File: src/rtl/alu_pkg.sv
// Shared definitions for the multi-cycle ALU: operation codes, FSM states
// and flag bit positions.
package alu_pkg;

    localparam logic [2:0] OP_ADD   = 3'b000;
    localparam logic [2:0] OP_SUB   = 3'b001;
    localparam logic [2:0] OP_AND   = 3'b010;
    localparam logic [2:0] OP_OR    = 3'b011;
    localparam logic [2:0] OP_XOR   = 3'b100;
    localparam logic [2:0] OP_MUL   = 3'b101;
    localparam logic [2:0] OP_PASSB = 3'b110;
    localparam logic [2:0] OP_RSVD  = 3'b111;

    typedef enum logic [1:0] {
        StIdle = 2'b00,
        StExec = 2'b01,
        StMul  = 2'b10,
        StDone = 2'b11
    } alu_state_e;

    localparam int unsigned FLAG_N = 3;
    localparam int unsigned FLAG_Z = 2;
    localparam int unsigned FLAG_C = 1;
    localparam int unsigned FLAG_V = 0;

endpackage

File: src/rtl/alu_addsub.sv
// WIDTH-bit adder/subtractor shared by ADD/SUB execution and the multiply
// accumulate step.
module alu_addsub
    import alu_pkg::*;
#(
    parameter int unsigned WIDTH = 16
) (
    input  logic [WIDTH-1:0] a,
    input  logic [WIDTH-1:0] b,
    input  logic             cin,
    input  logic             sub,
    output logic [WIDTH-1:0] sum,
    output logic             cout,
    output logic             ovf
);

    logic [WIDTH-1:0] b_eff;

    always_comb begin
        b_eff       = sub ? ~b : b;
        {cout, sum} = {1'b0, a} + {1'b0, b_eff} + {{WIDTH{1'b0}}, cin};
        // Overflow: operands share a sign that the sum does not.
        ovf         = (a[WIDTH-1] == b_eff[WIDTH-1]) && (sum[WIDTH-1] != a[WIDTH-1]);
    end

endmodule

File: src/rtl/alu_engine.sv
// Multi-cycle ALU with start/ack handshake: single-cycle logic/arith ops and
// an iterative LSB-first shift-add unsigned multiply.
module alu_engine
    import alu_pkg::*;
#(
    parameter int unsigned WIDTH = 16
) (
    input  logic             clk,
    input  logic             rst_b,
    input  logic             start,
    input  logic [2:0]       opsel,
    input  logic [WIDTH-1:0] a,
    input  logic [WIDTH-1:0] b,
    output logic [WIDTH-1:0] result,
    output logic [WIDTH-1:0] result_hi,
    output logic [3:0]       flags,
    output logic             busy,
    output logic             ack_alu
);

    localparam logic [4:0] CntLast = 5'(WIDTH - 1);

    alu_state_e       state_q, state_d;
    logic [WIDTH-1:0] a_q, b_q, mplr_q, mplr_d;
    logic [2:0]       op_q;
    logic [WIDTH:0]   acc_q, acc_d;
    logic [4:0]       cnt_q, cnt_d;
    logic [WIDTH-1:0] res_q, res_d, res_hi_q, res_hi_d;
    logic [3:0]       flags_q, flags_d;
    logic             out_load, capture, mul_step;

    logic [WIDTH-1:0] add_a, add_b, add_sum;
    logic             add_sub, add_cout, add_ovf;

    // acc_q[0] is already shifted into mplr_q; only acc_q[WIDTH:1] feeds back.
    logic unused_acc_lsb;
    assign unused_acc_lsb = acc_q[0];

    assign capture  = (state_q == StIdle) && start;
    assign mul_step = (state_q == StMul);
    assign add_a    = mul_step ? acc_q[WIDTH:1] : a_q;
    assign add_b    = mul_step ? (mplr_q[0] ? a_q : '0) : b_q;
    assign add_sub  = !mul_step && (op_q == OP_SUB);

    alu_addsub #(
        .WIDTH (WIDTH)
    ) u_addsub (
        .a    (add_a),
        .b    (add_b),
        .cin  (add_sub),
        .sub  (add_sub),
        .sum  (add_sum),
        .cout (add_cout),
        .ovf  (add_ovf)
    );

    always_ff @(posedge clk) begin
        if (!rst_b) begin
            state_q <= StIdle;
        end else begin
            state_q <= state_d;
        end
    end

    always_comb begin
        state_d  = state_q;
        cnt_d    = cnt_q;
        acc_d    = acc_q;
        mplr_d   = mplr_q;
        out_load = 1'b0;
        res_d    = '0;
        res_hi_d = '0;
        flags_d  = '0;
        unique case (state_q)
            StIdle: begin
                if (start) begin
                    state_d = (opsel == OP_MUL) ? StMul : StExec;
                end
            end
            StExec: begin
                state_d  = StDone;
                out_load = 1'b1;
                case (op_q)
                    OP_ADD, OP_SUB: begin
                        res_d           = add_sum;
                        flags_d[FLAG_C] = add_cout;
                        flags_d[FLAG_V] = add_ovf;
                    end
                    OP_AND:   res_d = a_q & b_q;
                    OP_OR:    res_d = a_q | b_q;
                    OP_XOR:   res_d = a_q ^ b_q;
                    OP_PASSB: res_d = b_q;
                    default:  res_d = '0;
                endcase
                if (op_q != OP_RSVD) begin
                    flags_d[FLAG_N] = res_d[WIDTH-1];
                    flags_d[FLAG_Z] = (res_d == '0);
                end
            end
            StMul: begin
                acc_d  = {add_cout, add_sum};
                mplr_d = {add_sum[0], mplr_q[WIDTH-1:1]};
                cnt_d  = cnt_q + 5'd1;
                if (cnt_q == CntLast) begin
                    // Final step lands straight in the output registers.
                    state_d         = StDone;
                    out_load        = 1'b1;
                    res_d           = mplr_d;
                    res_hi_d        = acc_d[WIDTH:1];
                    flags_d[FLAG_N] = res_d[WIDTH-1];
                    flags_d[FLAG_Z] = (res_d == '0) && (res_hi_d == '0);
                    flags_d[FLAG_C] = |res_hi_d;
                end
            end
            StDone: state_d = StIdle;
        endcase
    end

    always_ff @(posedge clk) begin
        if (!rst_b) begin
            a_q      <= '0;
            b_q      <= '0;
            op_q     <= '0;
            mplr_q   <= '0;
            acc_q    <= '0;
            cnt_q    <= '0;
            res_q    <= '0;
            res_hi_q <= '0;
            flags_q  <= '0;
        end else begin
            if (capture) begin
                a_q    <= a;
                b_q    <= b;
                op_q   <= opsel;
                mplr_q <= b;
                acc_q  <= '0;
                cnt_q  <= '0;
            end else begin
                acc_q  <= acc_d;
                mplr_q <= mplr_d;
                cnt_q  <= cnt_d;
            end
            if (out_load) begin
                res_q    <= res_d;
                res_hi_q <= res_hi_d;
                flags_q  <= flags_d;
            end
        end
    end

    assign result    = res_q;
    assign result_hi = res_hi_q;
    assign flags     = flags_q;
    assign busy      = (state_q != StIdle);
    assign ack_alu   = (state_q == StDone);

endmodule

File: config.mk
export PLATFORM = sky130hd
export DESIGN_NAME = alu_engine
export DESIGN_NICKNAME = d
export VERILOG_FILES = /design/src/rtl/alu_pkg.sv /design/src/rtl/alu_addsub.sv /design/src/rtl/alu_engine.sv
export SDC_FILE = /design/constraint.sdc
export NUM_CORES = 1
export LEC_CHECK = 0
export ABC_AREA = 1
export BUFFER_PORTS_ARGS = -buffer_cell sky130_fd_sc_hd__buf_4
export CAP_MARGIN = 15
export CORE_ASPECT_RATIO = 0.9
export CORE_MARGIN = 4
export CORE_UTILIZATION = 55
export DETAILED_ROUTE_END_ITERATION = 12
export PLACE_DENSITY = 0.76
export SETUP_SLACK_MARGIN = 0.3
export SLEW_MARGIN = 10
export SYNTH_ARGS = -nofsm -noshare
export SYNTH_HDL_FRONTEND = slang
export SYNTH_SLANG_ARGS = --single-unit
File: constraint.sdc
create_clock -name clk -period 5 [get_ports clk]
set_input_delay 0.25 -clock clk [delete_from_list [all_inputs] [get_ports clk]]
set_output_delay 0.25 -clock clk [all_outputs]
set_load 0.02 [all_outputs]
# --- Word-level counts from Yosys, hierarchy flattened ---
# Cells that the tools add are included.
classes:
  bitwise: 5
  add_sub_neg: 3
  mux: 23
  eq_ne: 15
  reduce_logical: 16
op_table:
  columns: ["cell", "count"]
  rows:
  - ["$mux W16", 10]
  - ["$pmux W16 S5", 1]
  - ["$logic_not A16 Y1", 3]
  - ["$pmux W16 S2", 1]
  - ["$add A16 B16 Y17", 1]
  - ["$add A17 B1 Y17", 1]
  - ["$and A16 B16 Y16", 1]
  - ["$not A16 Y16", 1]
  - ["$or A16 B16 Y16", 1]
  - ["$reduce_or A16 Y1", 1]
  - ["$xor A16 B16 Y16", 1]
  - ["$mux W2", 5]
  - ["$eq A3 B3 Y1 const B", 3]
  - ["$pmux W2 S4", 1]
  - ["$eq A3 B2 Y1 const B", 2]
  - ["$pmux W3 S2", 1]
  - ["$add A5 B1 Y5 const B", 1]
  - ["$eq A5 B4 Y1 const B", 1]
  - ["$eq A2 B2 Y1 const B", 2]
  - ["$logic_and A1 B1 Y1", 4]
  - ["$reduce_bool A2 Y1", 2]
  - ["$reduce_or A2 Y1", 2]
  - ["$eq A3 B1 Y1 const B", 1]
  - ["$logic_not A3 Y1", 1]
  - ["other kinds (13)", 14]
word_totals:
  ff_bits: 111
  elab_cells: 72

# --- Longest topological paths before layout ---
depth:
  depth_word: 11
  depth_mapped: 27
  mapped_depth_nobuf: 26

# --- By module ---
# From an unflattened synthesis, not the netlist that was laid out.
unflattened:
  cells_unflattened: 960
  hier_area_um2: 6716.4
by_module_without_submodules:
  columns: ["mod", "area_per_inst_um2", "instances", "cells_per_inst"]
  rows:
  - ["alu_engine", 5585.4, 1, 774]
  - ["alu_addsub", 1131.1, 1, 186]

# --- Least setup slack after synthesis ---
# No wires, ideal clock.
synth_timing:
  kind: "register to register"
  startpoint: "register state_q[0]"
  endpoint: "register flags_q[1] (netlist: flags[1])"
  slack_ns: 1.748
  setup_time_ns: 0.119
  n_path_buf: 3
  synth_period_minus_slack_ns: 3.252
  t_required_ns: 4.881
  path_stages_with_launch: 25
  arrival_time_ns: 3.133
  cell_sequence: "dfxtp_1 > inv_1 > ha_1 > buf_4 > clkbuf_1 > buf_1 > nand2_1 > o21ai_0 > inv_1 > fa_1 > inv_1 > nand3_1 > nand2_1 > nand2_1 > nand2_1 > nand2_1 > nand2_1 > nand2_1 > and2_1 > nor2_1 > nand3_1 > nor2_1 > nand3_1 > nand2_1 > a21oi_1"
synth_via:
  elab_chain_cells: 9
synth_lines:
  columns: ["item", "line_no", "text"]
  rows:
  - ["start, declared", "alu_engine.sv:23", "alu_state_e state_q, state_d;"]
  - ["start signal, assigned", "alu_engine.sv:59", "state_q <= StIdle;"]
  - ["start signal, assigned", "alu_engine.sv:61", "state_q <= state_d;"]
  - ["$eq A2 B2 Y1", "alu_engine.sv:40, alu_engine.sv:74", null]
  - ["$mux W16 or $logic_not A1 Y1 (tied branches)", "alu_engine.sv:42, alu_engine.sv:43", null]
  - ["$not A16 Y16 or $logic_and A1 B1 Y1 (tied branches)", "alu_addsub.sv:20, alu_engine.sv:43", null]
  - ["$mux W16", "alu_addsub.sv:20", "b_eff = sub ? ~b : b;"]
  - ["$add A16 B16 Y17", "alu_addsub.sv:21", "{cout, sum} = {1'b0, a} + {1'b0, b_eff} + {{WIDTH{1'b0}}, cin};"]
  - ["$add A17 B1 Y17", "alu_addsub.sv:21", null]
  - ["$reduce_or A16 Y1", "alu_engine.sv:112", "flags_d[FLAG_C] = |res_hi_d;"]
  - ["$mux W3", "alu_engine.sv:104", "if (cnt_q == CntLast) begin"]
  - ["$pmux W3 S2", "alu_engine.sv:74", "unique case (state_q)"]
  - ["end signal, assigned", "alu_engine.sv:146", "flags_q <= flags_d;"]
  - ["end, declared", "alu_engine.sv:29", "logic [3:0] flags_q, flags_d;"]
# Several ways; a longest one is shown, not always the timed one.
# A chain may end at the register's enable or synchronous reset.

# --- Worst setup path in the final report ---
layout_timing:
  startpoint: "register state_q[0]"
  endpoint: "register flags_q[2] (netlist: flags[2])"
layout_via:
  elab_chain_cells: 11
layout_lines:
  columns: ["item", "line_no", "text"]
  rows:
  - ["$eq A2 B2 Y1", "alu_engine.sv:40, alu_engine.sv:74", null]
  - ["$mux W16 or $logic_not A1 Y1 (tied branches)", "alu_engine.sv:42, alu_engine.sv:43", null]
  - ["$not A16 Y16 or $logic_and A1 B1 Y1 (tied branches)", "alu_addsub.sv:20, alu_engine.sv:43", null]
  - ["$mux W16", "alu_addsub.sv:20", null]
  - ["$add A16 B16 Y17", "alu_addsub.sv:21", null]
  - ["$add A17 B1 Y17", "alu_addsub.sv:21", null]
  - ["$pmux W16 S5", "alu_engine.sv:83", "case (op_q)"]
  - ["$mux W16", "alu_engine.sv:74", null]
  - ["$logic_not A16 Y1", "alu_engine.sv:97", "flags_d[FLAG_Z] = (res_d == '0);"]
  - ["$mux W2", "alu_engine.sv:95", "if (op_q != OP_RSVD) begin"]
  - ["$pmux W3 S2", "alu_engine.sv:74", null]
# Several ways; a longest one is shown, not always the timed one. The select of a mux whose other input is x is not followed.

==> impl.org <==
** Status
- The flow ran to the end, and the final reports show no timing, DRC or antenna violations.

** Logic synthesis
- Dominant register cell in the synthesized netlist :: dfxtp_1
- Most common library cells after synthesis :: nand2_1 (223), inv_1 (153), dfxtp_1 (110), o21ai_0 (108), nor2_1 (104)
- Yosys printed 0 warnings.
- Library cell with the largest summed area after synthesis :: dfxtp_1
- The synthesized design contains 110 register bits.
- In the synthesized netlist, the number of instances is approximately 1,000.
- The cell area that synthesis handed to floorplanning was ~7000 um^2.
- Net count after synthesis :: 1,129
- Largest cells by area after synthesis :: dfxtp_1 (32%), nand2_1 (12%), ha_1 (9.7%)
- In this run, distinct cell masters in the synthesized netlist total 38.
- Proportion of register bits with asynchronous set or reset after synthesis :: 0
- Most repeated cell in the gate-level netlist after synthesis :: nand2_1
- The share of synthesized area in the top cell type comes to 0.3218.
- Yosys mapped a number of flops with a built-in enable equal to 0.
- Mean post-synth cell area :: approximately 6.6 um^2
- The share of the Yosys chip area taken by registers is 0.3218.

** Clock tree
- Clock tree synthesis found a total of 110 sinks.
- After clock tree synthesis, the repair step resized 0 gates.
- In this run the number of H-tree levels came out at 3.
- TritonCTS built the clock tree.
- Clock buffer depth :: 2
- Inserted Clock Buffers :: 9
- Clock tree synthesis selected as its root buffer the cell clkbuf_16.
- Clock latency on the worst-skew pair :: approximately 0.36 ns
- Hold buffers post-CTS :: 0
- Clock-pin slew was measured on the worst setup and hold paths at approximately 0.080 ns.
- Postcts setup bufs :: 0

** Hold path
- Worst Hold Launch :: a[12]
- In this run the worst hold path is classified as input port to flop.

** Timing
- Setup repair after global routing missed its margin :: false
- Setup slack closes at approximately 1.2 ns.
- Dividing the final minimum period by the clock period gives 0.7595.
- Count of final hold-check violations :: 0
- The final count of pins violating max slew was 0.
- Skew final :: about 0.0072 ns
- Derived from the worst setup path, the maximum achievable clock frequency is around 0.26 GHz.
- At the pin with the least slew margin, the transition time is roughly 1.1 ns.
- For the final routed database, the setup TNS stands at 0 ns.
- Setup violations remaining at the end of the flow were counted as 0.
- Worst-case headroom to the max-slew limit :: 0.2409
- Post-route minimum period :: between 3 and 4 ns

** Worst setup path
- The worst setup path is launched from a flop.
- Critical Path Fanout Max :: 16
- Classification of the worst setup path :: flop to flop
- Crit path from :: state_q[0]
- Critical R2R Launch :: state_q[0]
- CP Capture Type :: flop
- Crit path required time :: 5.31 ns
- Data arrives at the worst endpoint at 4.11 ns.

** Finish
- The finished layout holds 1,251 standard cells, fillers aside.
- Share of post-route cells with drive strength above 1 :: 0.1072
- Final nets :: roughly 1,200
- N_diodes :: 0
- The area growth from synthesis to layout is 13.49%.
- Final core area utilization :: 0.6407

** Power and ir drop
- Total power density per cell area :: about 400 nW/um^2
- The completed layout was analyzed and its total power is 0.003121 W.
- The worst-case IR drop observed on VDD is approximately 230 uV.
- In this run the static leakage power is about 3.7 nW.
- The share of total power dissipated in combinational logic is 0.447.
- The share of total power dissipated in the clock network is 0.221.
- Internal power of the cells :: ~0.0017 W
- Of the total power, the share spent switching nets is 0.4448.
- In this run the power spent charging and discharging nets is 0.001388 W.
- The share of total power dissipated in sequential elements is 0.332.

** Placed design
- Post-placement worst setup slack :: between 1 and 1.5 ns
- Post-DP HPWL :: between 15,000 and 20,000 um
- Number of cells after detailed placement :: approximately 1,200
- IO Port Bufs :: 75
- Placer's final routability congestion estimate :: between 1 and 1.5

** Drt
- Via-per-instance ratio :: between 5 and 6
- After detailed routing, the number of remaining DRC violations is 0.
- Vias after detailed routing :: between 7,000 and 8,000
- Count of routing violations after the opening detailed-route iteration :: 771
- The count of nets left with antenna violations once routing finished came out at 0.
- The final layout contains routed wiring with a total length of between 20,000 and 25,000 um.
- After detailed routing, the average wire length per cell comes to 17.00 um.
- Before antenna repair, the detailed router went through 5 iterations.

** Job
- Across the run, the number of max-cap violations was 0.

** Floorplan
- Die width :: between 100 and 150 um
- The floorplan step defined a die boundary enclosing around 14,000 um^2.
- 76 I/O pins were placed.
- Die outline height :: 113.8 um
- The initial utilization of the core area, before any placement, comes to 0.5645.
- In this run the standard cell core region covers 12,120 um^2.
- Row generation in the floorplan step produced 38 rows.

** GRT
- Number of antenna violations at the first check in global routing :: 0
- First-pass GRT wire length :: around 34,000 um
- For this run, the total global-route usage over all layers was measured as 0.2968.
- The number of global-route vias before repair is ~6,400.
- Global routing finished with a remaining overflow of 0.
- Pin count of the biggest net entering global routing :: 50
state kept, by name, summed over array words and instances (netlist names), 4 cells and up:
signal,cells
a_q,16
b_q,16
cnt_q,5
result,16
acc_q,16
flags,4
mplr_q,16
result_hi,16
through the flow:
step | area, um^2 | hold WS, ns
after floorplan | 6844 | 0.4242
after CTS | 7767 | 0.1610
after global routing | 7767 | 0.1778
final | 7767 | 0.1672
after global placement | 7493 | 0.4526
after detailed placement | 7493 | 0.4560
per-layer routing:
layer | track usage | vias up | wire (um)
met1 | 0.4114 | 3201 | 9578
met2 | 0.4473 | 307 | 9123
met3 | 0.05384 | 53 | 1624
met5 | 0 | - | 0
met4 | 0.1431 | 0 | 947
li1 | - | 3513 | -
cell usage in the layout, fill, tap and decap left out, types with 5 or more instances in the layout:
master and n:
o221ai_1 8, nand4_1 8, a21oi_1 65, inv_1 153, and2_1 5, a211oi_1 6, buf_4 83, a31oi_1 6
clkbuf_16 9, nand3_1 48, dfxtp_1 110, nand2_2 8, o21ai_0 108, a221oi_1 14, o22ai_1 33, ha_1 52
nor3_1 11, o211ai_1 6, nand2_1 223, nor2_1 103
critical path, cell delays in order (launching register included):
cell and delay, ns:
dfxtp_1 0.34, inv_1 0.09, ha_2 0.39, nand2_1 0.44, o22ai_1 0.25, nand2_1 0.07, o21ai_0 0.13, inv_1 0.11
fa_1 0.41, inv_1 0.13, nand3_1 0.11, nand2_1 0.10, nand2_1 0.05, nand2_1 0.09, nand2_1 0.08, nand2_1 0.11
nand2_1 0.07, and2_1 0.17, nor2_1 0.09, nand3_1 0.08, nor2_1 0.16, nand4_1 0.12, nand3_1 0.09, nand2_1 0.05
inv_1 0.04
path summary, 6_finish.rpt:
kind	end	cells after the start	slack, ns
min reg2reg	result_hi[14]	2	0.47
max	flags[2]	24	1.20
max reg2reg	flags[2]	24	1.20
min	a_q[12]	3	0.17
cell type report:
class | instances | area, um^2
clock inverters | 7 | 48.80
repair buffers | 83 | 623.1
fillers | 1176 | 4357
inverters | 155 | 581.8
clock buffers | 9 | 225.2
well taps | 160 | 200.2
multi-input cells | 727 | 3886
flip-flops and latches | 110 | 2202
cell families after synthesis:
kind of cell | synth area share
AOI/OAI and AO/OA | 0.2080
xor gates and xnor gates | 0.001280
adders and majority gates | 0.09982
buffers and inverters | 0.1112
DFF | 0.3218
and+or+nand+nor | 0.2580
power by group through the flow:
stage	logic, W	clock network (W)	registers (W)
after floorplan	0.000928	0	0.00106
after global placement	0.00135	0	0.00105
after detailed placement	0.00136	0	0.00105
after CTS	0.00137	0.000700	0.00103
after global routing	0.00155	0.000737	0.00105
final	0.00139	0.000689	0.00104
(Power assumes the default switching activity.)
